==> src/rtl/glm_op_sequencer_if.sv <==
// Instruction channel into the GLM operator sequencer.
// The issuer drives the master side; the sequencer consumes the slave side.
interface glm_op_sequencer_if #(
    parameter int NUM_OPS = 4
);
    localparam int OPW = (NUM_OPS > 1) ? $clog2(NUM_OPS) : 1;

    logic              instr_valid;
    logic              instr_ready;
    logic [OPW-1:0]    instr_opcode;
    logic [4:0][31:0]  instr_regs;
    logic [15:0]       instr_repeat;
    logic [13:0]       instr_stride;

    modport master (
        output instr_valid, instr_opcode, instr_regs, instr_repeat, instr_stride,
        input  instr_ready
    );

    modport slave (
        input  instr_valid, instr_opcode, instr_regs, instr_repeat, instr_stride,
        output instr_ready
    );
endinterface

==> src/rtl/glm_op_sequencer.sv <==
// Issues one instruction to one of NUM_OPS operator engines, repeating it with a
// stride on regs[3][13:0], with a per-issue watchdog and sticky error flags.
module glm_op_sequencer #(
    parameter int NUM_OPS       = 4,
    parameter int TIMEOUT_WIDTH = 24
) (
    input  logic                     clk,
    input  logic                     reset,
    glm_op_sequencer_if.slave        instr,
    output logic [NUM_OPS-1:0]       op_start,
    input  logic [NUM_OPS-1:0]       op_done,
    output logic [4:0][31:0]         op_regs,
    input  logic [TIMEOUT_WIDTH-1:0] timeout_limit,
    output logic                     busy,
    output logic                     instr_done,
    output logic [31:0]              instr_count,
    output logic [1:0]               error
);
    localparam int OPW = (NUM_OPS > 1) ? $clog2(NUM_OPS) : 1;

    typedef enum logic [1:0] {IDLE, ISSUE, WAIT} state_t;

    state_t                   state, state_next;
    logic [OPW-1:0]           opcode_q;
    logic [13:0]              stride_q;
    logic [15:0]              rep_max;
    logic [15:0]              rep_idx;
    logic [TIMEOUT_WIDTH-1:0] wd;
    logic [TIMEOUT_WIDTH-1:0] wd_inc;
    logic [NUM_OPS-1:0]       sel;
    logic                     done_hit;
    logic                     spurious;
    logic                     accept;
    logic                     advance;
    logic                     complete;
    logic                     timeout;

    assign sel      = NUM_OPS'(1) << opcode_q;
    assign done_hit = |(op_done & sel);
    // Any done from a non-active engine is flagged, whatever the state.
    assign spurious = |(op_done & ~sel);
    assign wd_inc   = wd + 1'b1;

    assign instr.instr_ready = (state == IDLE) && !reset;
    assign busy              = (state != IDLE);
    assign op_start          = (state == ISSUE) ? sel : '0;

    always_ff @(posedge clk) begin
        if (reset) state <= IDLE;
        else       state <= state_next;
    end

    always_comb begin
        state_next = state;
        accept     = 1'b0;
        advance    = 1'b0;
        complete   = 1'b0;
        timeout    = 1'b0;
        case (state)
            IDLE: begin
                if (instr.instr_valid && instr.instr_ready) begin
                    accept     = 1'b1;
                    state_next = ISSUE;
                end
            end
            ISSUE: state_next = WAIT;
            WAIT: begin
                // Completion takes priority over a watchdog expiring in the same cycle.
                if (done_hit) begin
                    if (rep_idx == rep_max) begin
                        complete   = 1'b1;
                        state_next = IDLE;
                    end else begin
                        advance    = 1'b1;
                        state_next = ISSUE;
                    end
                end else if (timeout_limit != '0 && wd_inc >= timeout_limit) begin
                    timeout    = 1'b1;
                    state_next = IDLE;
                end
            end
            default: state_next = IDLE;
        endcase
    end

    always_ff @(posedge clk) begin
        if (reset) begin
            opcode_q    <= '0;
            stride_q    <= '0;
            rep_max     <= '0;
            rep_idx     <= '0;
            wd          <= '0;
            op_regs     <= '0;
            instr_done  <= 1'b0;
            instr_count <= '0;
            error       <= '0;
        end else begin
            instr_done <= complete;
            if (accept) begin
                opcode_q <= instr.instr_opcode;
                op_regs  <= instr.instr_regs;
                stride_q <= instr.instr_stride;
                rep_max  <= (instr.instr_repeat == '0) ? 16'd0 : instr.instr_repeat - 16'd1;
                rep_idx  <= '0;
            end
            if (advance) begin
                rep_idx          <= rep_idx + 16'd1;
                op_regs[3][13:0] <= op_regs[3][13:0] + stride_q;
            end
            if (complete) instr_count <= instr_count + 32'd1;
            if (state == ISSUE)     wd <= '0;
            else if (state == WAIT) wd <= wd_inc;
            if (spurious) error[0] <= 1'b1;
            if (timeout)  error[1] <= 1'b1;
        end
    end
endmodule

==> src/flat_wrapper.sv <==
// flat-port wrapper written by rule: the top's interface ports become plain ports
module glm_op_sequencer_flat 
#(
    parameter int NUM_OPS       = 4,
    parameter int TIMEOUT_WIDTH = 24
)
  (clk, reset, op_start, op_done, op_regs, timeout_limit, busy, instr_done, instr_count, error, instr_instr_valid, instr_instr_opcode, instr_instr_regs, instr_instr_repeat, instr_instr_stride, instr_instr_ready);
  glm_op_sequencer_if #(.NUM_OPS(NUM_OPS)) instr_i ();
  input  logic clk;
  input  logic reset;
  output logic [NUM_OPS-1:0] op_start;
  input  logic [NUM_OPS-1:0] op_done;
  output logic [4:0][31:0] op_regs;
  input  logic [TIMEOUT_WIDTH-1:0] timeout_limit;
  output logic busy;
  output logic instr_done;
  output logic [31:0] instr_count;
  output logic [1:0] error;
  input wire logic [$bits(instr_i.instr_valid)-1:0] instr_instr_valid;
  input wire logic [$bits(instr_i.instr_opcode)-1:0] instr_instr_opcode;
  input wire logic [$bits(instr_i.instr_regs)-1:0] instr_instr_regs;
  input wire logic [$bits(instr_i.instr_repeat)-1:0] instr_instr_repeat;
  input wire logic [$bits(instr_i.instr_stride)-1:0] instr_instr_stride;
  output wire logic [$bits(instr_i.instr_ready)-1:0] instr_instr_ready;
  assign instr_i.instr_valid = instr_instr_valid;
  assign instr_i.instr_opcode = instr_instr_opcode;
  assign instr_i.instr_regs = instr_instr_regs;
  assign instr_i.instr_repeat = instr_instr_repeat;
  assign instr_i.instr_stride = instr_instr_stride;
  assign instr_instr_ready = instr_i.instr_ready;
  glm_op_sequencer #(.NUM_OPS(NUM_OPS), .TIMEOUT_WIDTH(TIMEOUT_WIDTH)) u_core (.clk(clk), .reset(reset), .instr(instr_i), .op_start(op_start), .op_done(op_done), .op_regs(op_regs), .timeout_limit(timeout_limit), .busy(busy), .instr_done(instr_done), .instr_count(instr_count), .error(error));
endmodule
==> config.mk <==
export PLATFORM = sky130hd
export DESIGN_NAME = glm_op_sequencer_flat
export DESIGN_NICKNAME = d
export VERILOG_FILES = /design/src/rtl/glm_op_sequencer_if.sv /design/src/rtl/glm_op_sequencer.sv /design/src/flat_wrapper.sv
export SDC_FILE = /design/constraint.sdc
export NUM_CORES = 1
export LEC_CHECK = 0
export ABC_CLOCK_PERIOD_IN_PS = 2600
export CORE_MARGIN = 10
export CORE_UTILIZATION = 57
export CTS_CLUSTER_SIZE = 40
export DETAILED_ROUTE_END_ITERATION = 12
export DONT_BUFFER_PORTS = 1
export PLACE_DENSITY_LB_ADDON = 0.08
export SETUP_SLACK_MARGIN = 0.4
export SYNTH_ARGS = -nofsm -noshare
export SYNTH_HDL_FRONTEND = slang
export SYNTH_SLANG_ARGS = --single-unit
export TNS_END_PERCENT = 10
==> constraint.sdc <==
create_clock -name clk -period 2.6 [get_ports clk]
set_input_delay 0.39 -clock clk [delete_from_list [all_inputs] [get_ports clk]]
set_output_delay 0.39 -clock clk [all_outputs]
set_load 0.005 [all_outputs]
==> impl_metrics.csv, run 1 <==
group,metric,value,unit
run_status,status,"finished, violations left",
run_status,violations,"negative setup slack",
sta,final_hold_viol_count,0,
critical_path,critPathSlowestCell,"dfxtp_4",
critical_path,cp-end-kind,"flip-flop",
critical_path,r2r_cells,13,
power_and_ir_drop,power-per-cell-area,633,nW/um2
critical_path,slowest_delay,0.36,ns
routing,firstDrtPassIters,5,
cts,cts_buffers,28,
logic_synthesis,syn_inst,1541,
sta,post-route-min-period,2.65,ns
routing,ant_nets,0,
logic_synthesis,synth_area_per_cell,7.88,um2
power_and_ir_drop,p_leak,5.94,nW
sta,slew_viol_final,0,
sta,setup_violations,2,
routing,wl,41700,um
floorplan,start_util,0.579,
grt,track_usage,0.277,
cts,cts-root-buf,"clkbuf_16",
sta,period_share,1.02,
routing,vias_per_cell,5.77,
sta,relSlewSlack,0.508,
layout,nets,1964,
grt,grt_pass1_vias,11203,
sta,setup_tns,-0.0859,ns
floorplan,die_y,166,um
logic_synthesis,ys_seq_area_frac,0.444,
floorplan,ios,424,
layout,drive_above_1_share,0.110,
critical_path,crit_fanout,4,
logic_synthesis,synth-seq-cells,269,
layout,final_cell_count_no_fill,2000,
floorplan,die_w,166,um
sta,clock_skew,0.0267,ns
placed_design,dp_hpwl,28300,um
logic_synthesis,yosysMostFrequentCell,"nand2_1",
power_and_ir_drop,ir_worst_vdd,0.496,mV
critical_path,crit_chain,"nand4_1 -> nor2_2 -> nand3_2 -> nor2_2 -> xor2_1 -> ha_1 -> a21o_1 -> a21o_1 -> a221oi_2 -> buf_4 -> nor3_2 -> nor2_1 -> a21oi_1",
sta,finalWorstSetupSlack,-0.0481,ns
logic_synthesis,synth_ff_type,"dfxtp_1",
routing,drt_iter0_markers,1126,
logic_synthesis,syn-num-nets,1806,
critical_path,r2r_end,"u_core.error[1]",
worst_hold_path,hold_class,"input pin to flip-flop",
logic_synthesis,syn_area,12100,um2
grt,antenna_found_initial,4,
placed_design,portBuffers,0,
logic_synthesis,yosysWarnings,0,
cts,htree_levels,1,
logic_synthesis,synth.largest_area_cell,"dfxtp_1",
cts,cts_tree,"yes",
floorplan,die_area,27500,um2
critical_path,r2r_setup_slack,-0.05,ns
critical_path,required,2.99,ns
critical_path,worstPathArrival,3.03,ns
grt,grt_max_degree,117,
logic_synthesis,synth_top_area_frac,0.444,
sta,rsz0062_at_grt,"yes",
placed_design,place_congestion,0.877,
cts,clockBufferDepth,3,
sta,worst_slew_pin_slew,0.739,ns
floorplan,core.rowCount,53,
critical_path,startpoint,"u_core.wd[1]",
cts,clk_latency,0.54,ns
job,max-cap-violations,0,
sta,fmax,378,MHz
grt,grt_pass1_wl,63400,um
logic_synthesis,synth_area_leaders,"dfxtp_1 (44%), nand2_1 (12%), o21ai_0 (7.7%), xnor2_1 (4.5%), ha_1 (4.2%)",
critical_path,path_class,"flip-flop to flip-flop",
routing,drcViolationCount,0,
cts,clk_pin_slew,0.06,ns
critical_path,timing.rr.start,"u_core.wd[1]",
logic_synthesis,synth_edf_count,0,
critical_path,crit_path_end,"u_core.error[1]",
routing,wl_per_cell,20.9,um
routing,num_vias,11535,
critical_path,startpoint_type,"flip-flop",
logic_synthesis,netlist_top_cells_count,"nand2_1 (391), dfxtp_1 (269), o21ai_0 (186)",
logic_synthesis,synth.distinct_cells,58,
layout,area_growth,28.0,%
logic_synthesis,synthArstFlopShare,0,
placed_design,dp_cells,1782,
cts,cts_sinks,269,
grt,grt-ovfl-total,0,
floorplan,design.core.area,21000,um2
[placed cells by master (no fill, tap or decap), types with 15 or more instances in the layout]
cell,Yosys,final
nor2_1,93,86
nor3_1,38,36
o21ai_0,186,183
inv_1,48,47
nand3_1,34,26
xnor2_1,62,60
nand2_1,391,391
clkbuf_16,0,30
dlygate4sd3_1,0,152
or3_1,16,15
ha_1,41,38
nand4_1,20,20
xor2_1,44,44
dfxtp_1,269,248
a21oi_1,61,58
buf_4,1,57
nor4_1,26,19
a22oi_1,24,24
dfxtp_2,0,18
[where the power goes]
group | total, W | internal (W) | switching (W)
registers | 0.00462 | 0.00437 | 0.000253
logic | 0.00102 | 0.000446 | 0.000571
clock network | 0.00419 | 0.00253 | 0.00166
total | 0.00983 | 0.00734 | 0.00248
[area by class of cell]
class | instances | area (um2)
Tap cell | 275 | 344
Clock inverter | 10 | 113
Clock buffer | 42 | 876
Sequential cell | 269 | 5420
Fill cell | 1545 | 5420
Multi-Input combinational cell | 1134 | 6470
Timing Repair Buffer | 218 | 2120
Antenna cell | 4 | 10.0
Inverter | 48 | 183
[registers in the layout, indices dropped and copies added, names as in the netlist]
| signal | flops |
|---|---|
| u_core.instr_count | 32 |
| u_core.op_regs | 160 |
| u_core.instr_done | 1 |
| u_core.opcode_q | 2 |
| u_core.rep_max | 16 |
| u_core.state | 2 |
| u_core.rep_idx | 16 |
| u_core.wd | 24 |
| u_core.error | 2 |
| u_core.stride_q | 14 |
[worst min-delay path by stage]
stage                               start                  end  slack, ns  cells past startpoint
finish              instr_instr_regs[133]  u_core.op_regs[133]       0.02                      2
CTS                                 reset    u_core.rep_max[8]      -0.09                      1
detailed placement     u_core.stride_q[5]   u_core.stride_q[5]       0.46                      2
floorplan              u_core.stride_q[0]   u_core.stride_q[0]       0.44                      2
global route        instr_instr_regs[133]  u_core.op_regs[133]       0.02                      2
global placement       u_core.stride_q[5]   u_core.stride_q[5]       0.45                      2
[cells by family after synthesis]
kind of cell               after synthesis  share of synthesized area
buffers and inverters                  138                     0.0443
adders and majority gates               42                     0.0439
AOI/OAI and AO/OA                      321                      0.150
xor gates and xnor gates               106                     0.0765
muxes                                    3                    0.00351
and+or+nand+nor                        662                      0.238
DFF                                    269                      0.444
[repair_timing]
action                                  CTS  global route
endpoints found under the setup margin   18            51
hold endpoints to repair                227            76
cloned                                    0             0
setup buffers                             5             4
hold buffers                            151             2
gates resized for setup                  11            50
pin swaps                                12            18
[layer usage]
layer  part of all wire  track usage
met1               0.39        0.318
met2               0.50        0.477
met3              0.088       0.0852
met4              0.031       0.0944
met5                  0            0
[stage by stage]
stage               power (W)  area [um2]  hold WS [ns]  worst slack [ns]   util
floorplan             0.00517       12200         0.440             0.140      -
global placement      0.00541       12700         0.449            0.0167  0.605
detailed placement    0.00544       12700         0.459            -0.100  0.605
CTS                   0.00980       15300       -0.0852            0.0451  0.728
global route           0.0101       15500        0.0234            -0.148  0.741
finish                0.00983       15500        0.0197           -0.0481  0.741
[critical path, delay by kind of cell (launching register included)]
kind / cells / cell delay (ns)
buffers and inverters: 1 / 0.17
AO/OA/AOI/OAI: 4 / 0.72
AND/OR/NAND/NOR: 6 / 0.80
adder cells (fa/ha/maj): 1 / 0.27
XOR/XNOR: 1 / 0.18
flip-flops: 1 / 0.36
No activity file was read; power rests on OpenSTA's default activity.
==> run 2, diff against run 1 <==
--- a/config.mk
+++ b/config.mk
@@ -5,11 +5,11 @@
 export SDC_FILE = /design/constraint.sdc
 export NUM_CORES = 1
 export LEC_CHECK = 0
-export ABC_CLOCK_PERIOD_IN_PS = 2600
-export CORE_MARGIN = 10
-export CORE_UTILIZATION = 57
+export ABC_CLOCK_PERIOD_IN_PS = 3400
+export CORE_AREA = 10 10 158 160
 export CTS_CLUSTER_SIZE = 40
 export DETAILED_ROUTE_END_ITERATION = 12
+export DIE_AREA = 0 0 168 170
 export DONT_BUFFER_PORTS = 1
 export PLACE_DENSITY_LB_ADDON = 0.08
 export SETUP_SLACK_MARGIN = 0.4
==> constraint.sdc (replaced) <==
create_clock -name clk -period 3.4 [get_ports clk]
set_input_delay 0.51 -clock clk [delete_from_list [all_inputs] [get_ports clk]]
set_output_delay 0.51 -clock clk [all_outputs]
set_load 0.005 [all_outputs]
==> impl_metrics.csv, run 2 (synthesis results as in run 1) <==
group,metric,value,unit
cts,clk_latency,0.54,ns
critical_path,startpoint_type,"flip-flop",
sta,clock_skew,0.00951,ns
sta,fmax,353,MHz
run_status,status,"finished, final reports clean",
routing,drcViolationCount,0,
routing,drt_iter0_markers,841,
sta,post-route-min-period,2.83,ns
routing,wl,36700,um
critical_path,r2r_cells,11,
routing,vias_per_cell,5.76,
floorplan,start_util,0.560,
critical_path,path_class,"flip-flop to flip-flop",
layout,n_antenna_cell,0,
layout,area_growth,9.32,%
sta,finalWorstSetupSlack,0.567,ns
cts,clk_pin_slew,0.07,ns
power_and_ir_drop,swShare,0.247,
worst_hold_path,hp-start,"reset",
sta,worst_slew_pin_slew,0.773,ns
power_and_ir_drop,seqPwrFrac,0.495,
worst_hold_path,hold_class,"input pin to flip-flop",
power_and_ir_drop,p_int,0.00537,W
layout,final_common_cell,"nand2_1",
placed_design,pre_cts_ws,0.319,ns
sta,setup_tns,0,ns
power_and_ir_drop,p_leak,4.95,nW
sta,holdWs,0.0625,ns
floorplan,die_area,28600,um2
grt,grt_pass1_vias,9512,
sta,rsz0062_at_grt,"no",
critical_path,timing.rr.start,"u_core.wd[3]",
power_and_ir_drop,p_clk_frac,0.430,
cts,htree_levels,1,
sta,period_share,0.833,
worst_hold_path,min_path_cells,1,
cts,clockBufferDepth,3,
sta,setup_violations,0,
layout,final_cell_mix,"nand2_1 (391), dfxtp_1 (268), o21ai_0 (186)",
placed_design,dp_hpwl,27500,um
layout,nets,1759,
power_and_ir_drop,p_switching,0.00176,W
critical_path,required,3.83,ns
critical_path,r2r_end,"u_core.state[1]",
floorplan,ios,424,
sta,relSlewSlack,0.484,
grt,track_usage,0.233,
layout,top_register,"u_core.op_regs",
floorplan,die_w,168,um
cts,cts_sinks,269,
floorplan,die_y,170,um
sta,slew_viol_final,0,
routing,wl_per_cell,20.5,um
cts,cts-root-buf,"clkbuf_16",
cts,cts_buffers,28,
power_and_ir_drop,comb_power_share,0.075,
worst_hold_path,worstHoldEndpoint,"u_core.rep_max[13]",
critical_path,worstPathArrival,3.27,ns
cts,cts_tree,"yes",
critical_path,cp-end-kind,"flip-flop",
layout,utilization,0.612,
sta,final_hold_viol_count,0,
grt,antenna_found_initial,1,
job,max-cap-violations,0,
grt,grt_max_degree,124,
routing,firstDrtPassIters,5,
floorplan,design.core.area,21700,um2
critical_path,crit_fanout,6,
cts,cts_hold_buf,0,
routing,num_vias,10315,
grt,grt_pass1_wl,55000,um
placed_design,place_congestion,0.861,
layout,top_regs,"u_core.op_regs: 160 flops, u_core.instr_count: 32 flops, u_core.wd: 24 flops",
routing,ant_nets,0,
power_and_ir_drop,power,0.00713,W
floorplan,core.rowCount,54,
power_and_ir_drop,ir_worst_vdd,0.426,mV
grt,grt-ovfl-total,0,
placed_design,portBuffers,0,
power_and_ir_drop,power-per-cell-area,537,nW/um2
critical_path,r2r_setup_slack,0.57,ns
layout,drive_above_1_share,0.0530,
layout,largest_register_ffs,160,
==> run 2: how the worst max path moves through the flow <==
stage,start,end,slack (ns),cells past startpoint
after floorplan,u_core.wd[0],u_core.state[1],0.59,13
after global placement,u_core.wd[0],u_core.state[1],0.41,12
after detailed placement,u_core.wd[0],u_core.state[1],0.32,12
after CTS,u_core.wd[0],u_core.state[1],0.40,12
after global routing,u_core.wd[3],u_core.state[1],0.36,11
final,u_core.wd[3],u_core.state[1],0.57,11
==> run 2: layout make-up <==
class / instances / area [um2]
flip-flops and latches: 269 / 5390
inverters: 48 / 183
repair buffers: 13 / 135
clock inverters: 8 / 130
fillers: 1939 / 8420
well taps: 280 / 350
multi-input cells: 1134 / 6290
clock buffers: 38 / 788
==> run 2: worst max-delay path: stages, from the launching register on <==
cell and delay (ns):
dfxtp_1 0.45, nand4_1 0.27, nor2_4 0.24, nand3_1 0.14, xnor2_1 0.21, ha_1 0.28, a21o_1 0.18, a21o_1 0.18
a21oi_1 0.12, o21ai_0 0.10, o21a_1 0.21, a2111oi_2 0.34
==> run 2: power groups by stage <==
stage | Sequential, W | Clock [W] | Combinational (W)
2_1_floorplan | 0.00351 | 0 | 0.000444
3_3_place_gp | 0.00360 | 0 | 0.000516
3_5_place_dp | 0.00360 | 0 | 0.000533
4_1_cts | 0.00353 | 0.00313 | 0.000533
5_1_grt | 0.00355 | 0.00325 | 0.000614
6_report | 0.00353 | 0.00307 | 0.000533
==> run 2: stage by stage <==
stage | cell area [um2] | instances
2_1_floorplan | 12100 | 1541
3_3_place_gp | 12300 | 1743
3_5_place_dp | 12300 | 1743
4_1_cts | 13200 | 1789
5_1_grt | 13300 | 1790
6_report | 13300 | 1790
==> run 2: per-layer routing <==
| layer | up-vias | wire length, um | global-route usage |
|---|---|---|---|
| met5 | - | 7 | 0 |
| met4 | 2 | 662 | 0.0466 |
| met3 | 44 | 3710 | 0.0848 |
| met2 | 388 | 17900 | 0.393 |
| met1 | 4769 | 14400 | 0.281 |
| li1 | 5112 | - | - |
==> run 2: repair_timing <==
| action | in CTS | in global routing |
|---|---|---|
| pin swaps | 0 | 4 |
| endpoints found under the setup margin | 1 | 2 |
| resized for setup | 3 | 16 |
| buffers inserted | 0 | 1 |
==> RTL edit 1, RTL diff (config.mk and constraints of run 1) <==
Reset style: asynchronous (`reset`), changed in 2 clocked blocks.
--- a/src/rtl/glm_op_sequencer.sv
+++ b/src/rtl/glm_op_sequencer.sv
@@ -46,5 +46,5 @@
     assign op_start          = (state == ISSUE) ? sel : '0;
 
-    always_ff @(posedge clk) begin
+    always_ff @(posedge clk or posedge reset) begin
         if (reset) state <= IDLE;
         else       state <= state_next;
@@ -84,5 +84,5 @@
     end
 
-    always_ff @(posedge clk) begin
+    always_ff @(posedge clk or posedge reset) begin
         if (reset) begin
             opcode_q    <= '0;
Check against the original RTL: differs if reset is asserted again (counterexample within 4 cycles, from zero or initial values and one cycle with reset high); with reset held inactive, the same outputs for 4 cycles.
==> RTL edit 1 against run 1 <==
The run still ends with negative setup slack left; cell area rose by 13%; synthesized area increased by 8.1%; routed wire length is 15% higher; fmax shrank 24%; synthesized cell count is 3.0% lower; setup slack got worse by 0.81 ns; sequential cell count stayed put; critical path type unchanged; highest routed layer unchanged.
Power is not compared: it rests on default switching activity, and its combinational part moved more than twofold at a synthesized area within 25%.
==> RTL edit 1: results (changes against run 1) <==
<table>
<tr><th>Metric</th><th>Value</th></tr>
<tr><th colspan="2">Synth</th></tr>
<tr><td>Most common flop cell mapped by yosys</td><td>sky130_fd_sc_hd__dfrtp_1</td></tr>
<tr><td>Top area cells in the synthesized netlist</td><td>sky130_fd_sc_hd__dfrtp_1, sky130_fd_sc_hd__nand2_1, sky130_fd_sc_hd__ha_1</td></tr>
<tr><td>Share of cell area taken by muxes after synthesis</td><td>1.04% (+0.69 points)</td></tr>
<tr><td>Area share of fa/ha/maj cells after synthesis</td><td>4.44% (+0.051 points)</td></tr>
<tr><td>Complex-gate fraction of the synthesized area</td><td>7.71% (-7.3 points)</td></tr>
<tr><td>Synthesized net count</td><td>1763 (-2.4%)</td></tr>
<tr><td>Proportion of synthesized flip-flops having asynchronous set or reset</td><td>100% (+100 points)</td></tr>
<tr><th colspan="2">Drt</th></tr>
<tr><td>DRC marker count from the first detailed-route iteration</td><td>1095 (-2.8%)</td></tr>
<tr><td>Vias after detailed routing</td><td>12.3k (+6.8%)</td></tr>
<tr><th colspan="2">Run status</th></tr>
<tr><td>Outcome</td><td>complete, but fails checks</td></tr>
<tr><td>Failing checks</td><td>negative setup slack</td></tr>
<tr><th colspan="2">Placed design</th></tr>
<tr><td>Worst setup timing slack at the placement stage</td><td>-0.867 ns (-0.767 ns)</td></tr>
<tr><td>HPWL after detailed placement</td><td>30.3 mm (+7.2%)</td></tr>
<tr><td>Routability-driven placement congestion ratio</td><td>0.954 (+8.8%)</td></tr>
<tr><th colspan="2">Global routing</th></tr>
<tr><td>Number of antenna violations at the first check in global routing</td><td>1 (-3)</td></tr>
<tr><td>Pin count of the biggest net entering global routing</td><td>104 (-11%)</td></tr>
<tr><td>Gr usage total</td><td>29.6% (+1.9 points)</td></tr>
<tr><td>Vias in the first global route</td><td>12.2k (+9.0%)</td></tr>
<tr><th colspan="2">Setup path</th></tr>
<tr><td>Largest stage delay on the critical path</td><td>0.59 ns (+0.23 ns)</td></tr>
<tr><td>Reg2Reg Depth</td><td>11 (-2)</td></tr>
<tr><td>CP arrival</td><td>3.89 ns (+0.86 ns)</td></tr>
<tr><td>Cell with the largest stage delay on the worst path</td><td>sky130_fd_sc_hd__or4_4</td></tr>
<tr><th colspan="2">Final layout</th></tr>
<tr><td>Layout cell share with drive strength beyond 1</td><td>15.4% (+4.4 points)</td></tr>
<tr><td>Number of fill cells</td><td>1405 (-9.1%)</td></tr>
<tr><td>Nets</td><td>2036 (+3.7%)</td></tr>
<tr><th colspan="2">STA</th></tr>
<tr><td>Final setup violation count</td><td>5 (+3)</td></tr>
<tr><td>Least setup slack across all paths after layout</td><td>-0.862 ns (-0.814 ns)</td></tr>
<tr><td>Slew at the pin with the worst max-slew slack</td><td>0.734 ns (-0.00444 ns)</td></tr>
<tr><td>Max Clock Skew</td><td>0.0126 ns (-0.0141 ns)</td></tr>
</table>
-- RTL edit 1: final timing paths --
path / slack (ns) / to / startpoint
max: -0.86 / u_core.state[1]$_DFFE_PP0P_ / u_core.wd[0]$_DFFE_PP0P_
min: 0.01 / u_core.op_regs[101]$_DFFE_PP0P_ / instr_instr_regs[101]
max reg2reg: -0.86 / u_core.state[1]$_DFFE_PP0P_ / u_core.wd[0]$_DFFE_PP0P_
min reg2reg: 0.49 / u_core.stride_q[4]$_DFFE_PP0P_ / u_core.stride_q[4]$_DFFE_PP0P_
max in group asynchronous: 1.46 / u_core.instr_count[4]$_DFFE_PP0P_ / reset
min in group asynchronous: 0.30 / u_core.state[0]$_DFFE_PP0P_ / reset
-- RTL edit 1: layout make-up --
cell class	count	area [um^2]	area share, %
flip-flops and latches	269	6740	38.3
multi-input cells	1119	6430	36.6
repair buffers	306	2910	16.6
clock buffers	34	764	4.35
well taps	285	357	2.03
clock inverters	18	208	1.18
inverters	43	168	0.953
diodes	2	5.00	0.0285
-- RTL edit 1: repair_timing --
action                     in CTS  in global routing
cloned                          0                  4
setup buffers                  33                 12
hold buffers                  166                  0
setup endpoints to repair      25                154
hold endpoints to repair      171                  0
pin swaps                      33                 49
gates resized for setup        54                 57
-- RTL edit 1: through the flow --
step           cells  hold WS (ns)
3_3_place_gp    1807         0.232
3_5_place_dp    1807         0.234
2_1_floorplan   1494         0.450
6_report        2076        0.0115
5_1_grt         2075        0.0270
4_1_cts         2058       0.00817
-- RTL edit 1: metal layers --
metal	vias to the layer above	part of all wire [%]	global-route usage [%]
met5	-	0	0
met4	0	5.2	13.2
met3	179	12	10.1
met2	742	48	47.7
met1	5940	36	35.3
li1	5453	-	-
==> RTL edit 2, RTL diff (config.mk and constraints of run 1) <==
Without the edit above. `NUM_OPS` is set to 4 in 3 places; all go to 8.
--- a/src/rtl/glm_op_sequencer_if.sv
+++ b/src/rtl/glm_op_sequencer_if.sv
@@ -2,5 +2,5 @@
 // The issuer drives the master side; the sequencer consumes the slave side.
 interface glm_op_sequencer_if #(
-    parameter int NUM_OPS = 4
+    parameter int NUM_OPS = 8
 );
     localparam int OPW = (NUM_OPS > 1) ? $clog2(NUM_OPS) : 1;
--- a/src/rtl/glm_op_sequencer.sv
+++ b/src/rtl/glm_op_sequencer.sv
@@ -2,5 +2,5 @@
 // stride on regs[3][13:0], with a per-issue watchdog and sticky error flags.
 module glm_op_sequencer #(
-    parameter int NUM_OPS       = 4,
+    parameter int NUM_OPS       = 8,
     parameter int TIMEOUT_WIDTH = 24
 ) (
--- a/src/flat_wrapper.sv
+++ b/src/flat_wrapper.sv
@@ -2,5 +2,5 @@
 module glm_op_sequencer_flat 
 #(
-    parameter int NUM_OPS       = 4,
+    parameter int NUM_OPS       = 8,
     parameter int TIMEOUT_WIDTH = 24
 )
Interface: changed (resized instr_instr_opcode, op_done and op_start); port bits go from 424 to 433. The function was not compared with the original's and may differ.
==> RTL edit 2 against run 1 <==
The run ends with negative hold slack, negative setup slack left; power shrank 2.5%; synthesized cell count is 2.9% higher; setup slack gained 0.012 ns; combinational power shrank 16%; synthesized area grew 2.9%; non-clock buffer count decreased by 61; sequential cell count increased by 1; first-iteration DRC count is 5.9% higher; routed wire length is 2.7% higher; cell area shrank 1.5%; largest cell class unchanged.
==> RTL edit 2: results (changes against run 1) <==
<table>
<tr><th>Metric</th><th>Value</th></tr>
<tr><th colspan="2">Drt</th></tr>
<tr><td>Aggregate routed wire length</td><td>42.8 mm (+2.7%)</td></tr>
<tr><td>DRC marker count from the first detailed-route iteration</td><td>1192 (+5.9%)</td></tr>
<tr><td>Detailed route wirelength on metal3</td><td>4.92 mm (+34%)</td></tr>
<tr><th colspan="2">Synth</th></tr>
<tr><td>Sequential element share of the synthesized area</td><td>43.3% (-1.1 points)</td></tr>
<tr><td>Commonest cells in the netlist</td><td>sky130_fd_sc_hd__nand2_1, sky130_fd_sc_hd__dfxtp_1, sky130_fd_sc_hd__a21oi_1</td></tr>
<tr><td>Synth cell types</td><td>70 (+21%)</td></tr>
<tr><td>Share of cell area taken by muxes after synthesis</td><td>0.471% (+0.12 points)</td></tr>
<tr><td>Post-synthesis xor/xnor area fraction</td><td>5.89% (-1.8 points)</td></tr>
<tr><td>Complex-gate fraction of the synthesized area</td><td>15.7% (+0.68 points)</td></tr>
<tr><th colspan="2">Run status</th></tr>
<tr><td>Outcome</td><td>complete, but fails checks</td></tr>
<tr><td>Failing checks</td><td>negative hold slack, negative setup slack</td></tr>
<tr><th colspan="2">STA</th></tr>
<tr><td>Worst-case headroom to the max-slew limit</td><td>44.7% (-6.1 points)</td></tr>
<tr><td>Post-route worst hold slack</td><td>-0.0769 ns (-0.0965 ns)</td></tr>
<tr><td>Least setup slack across all paths after layout</td><td>-0.0366 ns (+0.0115 ns)</td></tr>
<tr><td>Fin. Hold Viols</td><td>50 (+50)</td></tr>
<tr><td>Final setup violation count</td><td>2 (unchanged)</td></tr>
<tr><td>Max Clock Skew</td><td>0.0147 ns (-0.0120 ns)</td></tr>
<tr><th colspan="2">Final layout</th></tr>
<tr><td>Clock tree cell share of total cell area</td><td>6.51% (+0.15 points)</td></tr>
<tr><td>Count of multi-input gates</td><td>1179 (+4.0%)</td></tr>
<tr><td>Sequential cell area</td><td>0.00543 mm^2 (+0.25%)</td></tr>
<tr><td>Number of fill cells</td><td>1682 (+8.9%)</td></tr>
<tr><td>Multi-input gate area</td><td>0.00683 mm^2 (+5.5%)</td></tr>
<tr><td>Layout buffer count excluding clock buffers</td><td>157 (-28%)</td></tr>
<tr><td>Nets</td><td>1950 (-0.71%)</td></tr>
<tr><td>FFs &amp; Latches</td><td>270 (+0.37%)</td></tr>
<tr><th colspan="2">Power and ir drop</th></tr>
<tr><td>Leakage power of the design</td><td>0.00583 uW (-1.9%)</td></tr>
<tr><td>Worst-case vdd ir drop</td><td>0.000494 V (-0.42%)</td></tr>
<tr><th colspan="2">Global routing</th></tr>
<tr><td>Global-route track usage on met1</td><td>31.7% (-0.19 points)</td></tr>
<tr><td>Met3 layer usage reported by global route</td><td>10.8% (+2.2 points)</td></tr>
<tr><th colspan="2">Setup path</th></tr>
<tr><td>Crit path max fanout</td><td>6 (+2)</td></tr>
</table>
RTL edit 2: changes by cell type in the layout (fill, tap and decap cells not counted), moves of 11 or more:
cell,run 1,this run
sky130_fd_sc_hd__buf_4,57,45
sky130_fd_sc_hd__xnor2_1,60,38
sky130_fd_sc_hd__o21ai_0,183,37
sky130_fd_sc_hd__nor3_1,36,25
sky130_fd_sc_hd__or3_1,15,33
sky130_fd_sc_hd__dlygate4sd3_1,152,105
sky130_fd_sc_hd__a21oi_1,58,219
sky130_fd_sc_hd__nand3_1,26,52
RTL edit 2: through the flow:
stage	hold WS (ns)	setup WS, ns	util [%]	instances
final	-0.0769	-0.0366	70.5	1987
after global routing	-0.0963	-0.186	70.5	1987
after CTS	-0.0762	-0.0283	67.3	1924
after detailed placement	0.454	-0.0817	59.7	1821
after global placement	0.446	-0.0292	59.7	1821
after floorplan	0.440	0.0543	-	1585
RTL edit 2: report_power, final:
group / internal (uW) / leakage (uW) / switching (uW)
Clock: 2600 / 0.000497 / 1670
Sequential: 4290 / 0.00221 / 165
Combinational: 371 / 0.00313 / 483
Total: 7270 / 0.00583 / 2320
RTL edit 2: worst paths after layout:
kind | endpoint | cells past startpoint | slack, ns | start
setup / recovery | u_core.error[1]$_SDFFE_PP0P_ | 13 | -0.04 | u_core.wd[1]$_SDFFE_PP0N_
hold / removal | u_core.opcode_q[1]$_SDFFE_PP0P_ | 1 | -0.08 | reset
setup reg to reg | u_core.error[1]$_SDFFE_PP0P_ | 13 | -0.04 | u_core.wd[1]$_SDFFE_PP0N_
hold reg to reg | u_core.stride_q[7]$_SDFFE_PP0P_ | 2 | 0.46 | u_core.stride_q[7]$_SDFFE_PP0P_
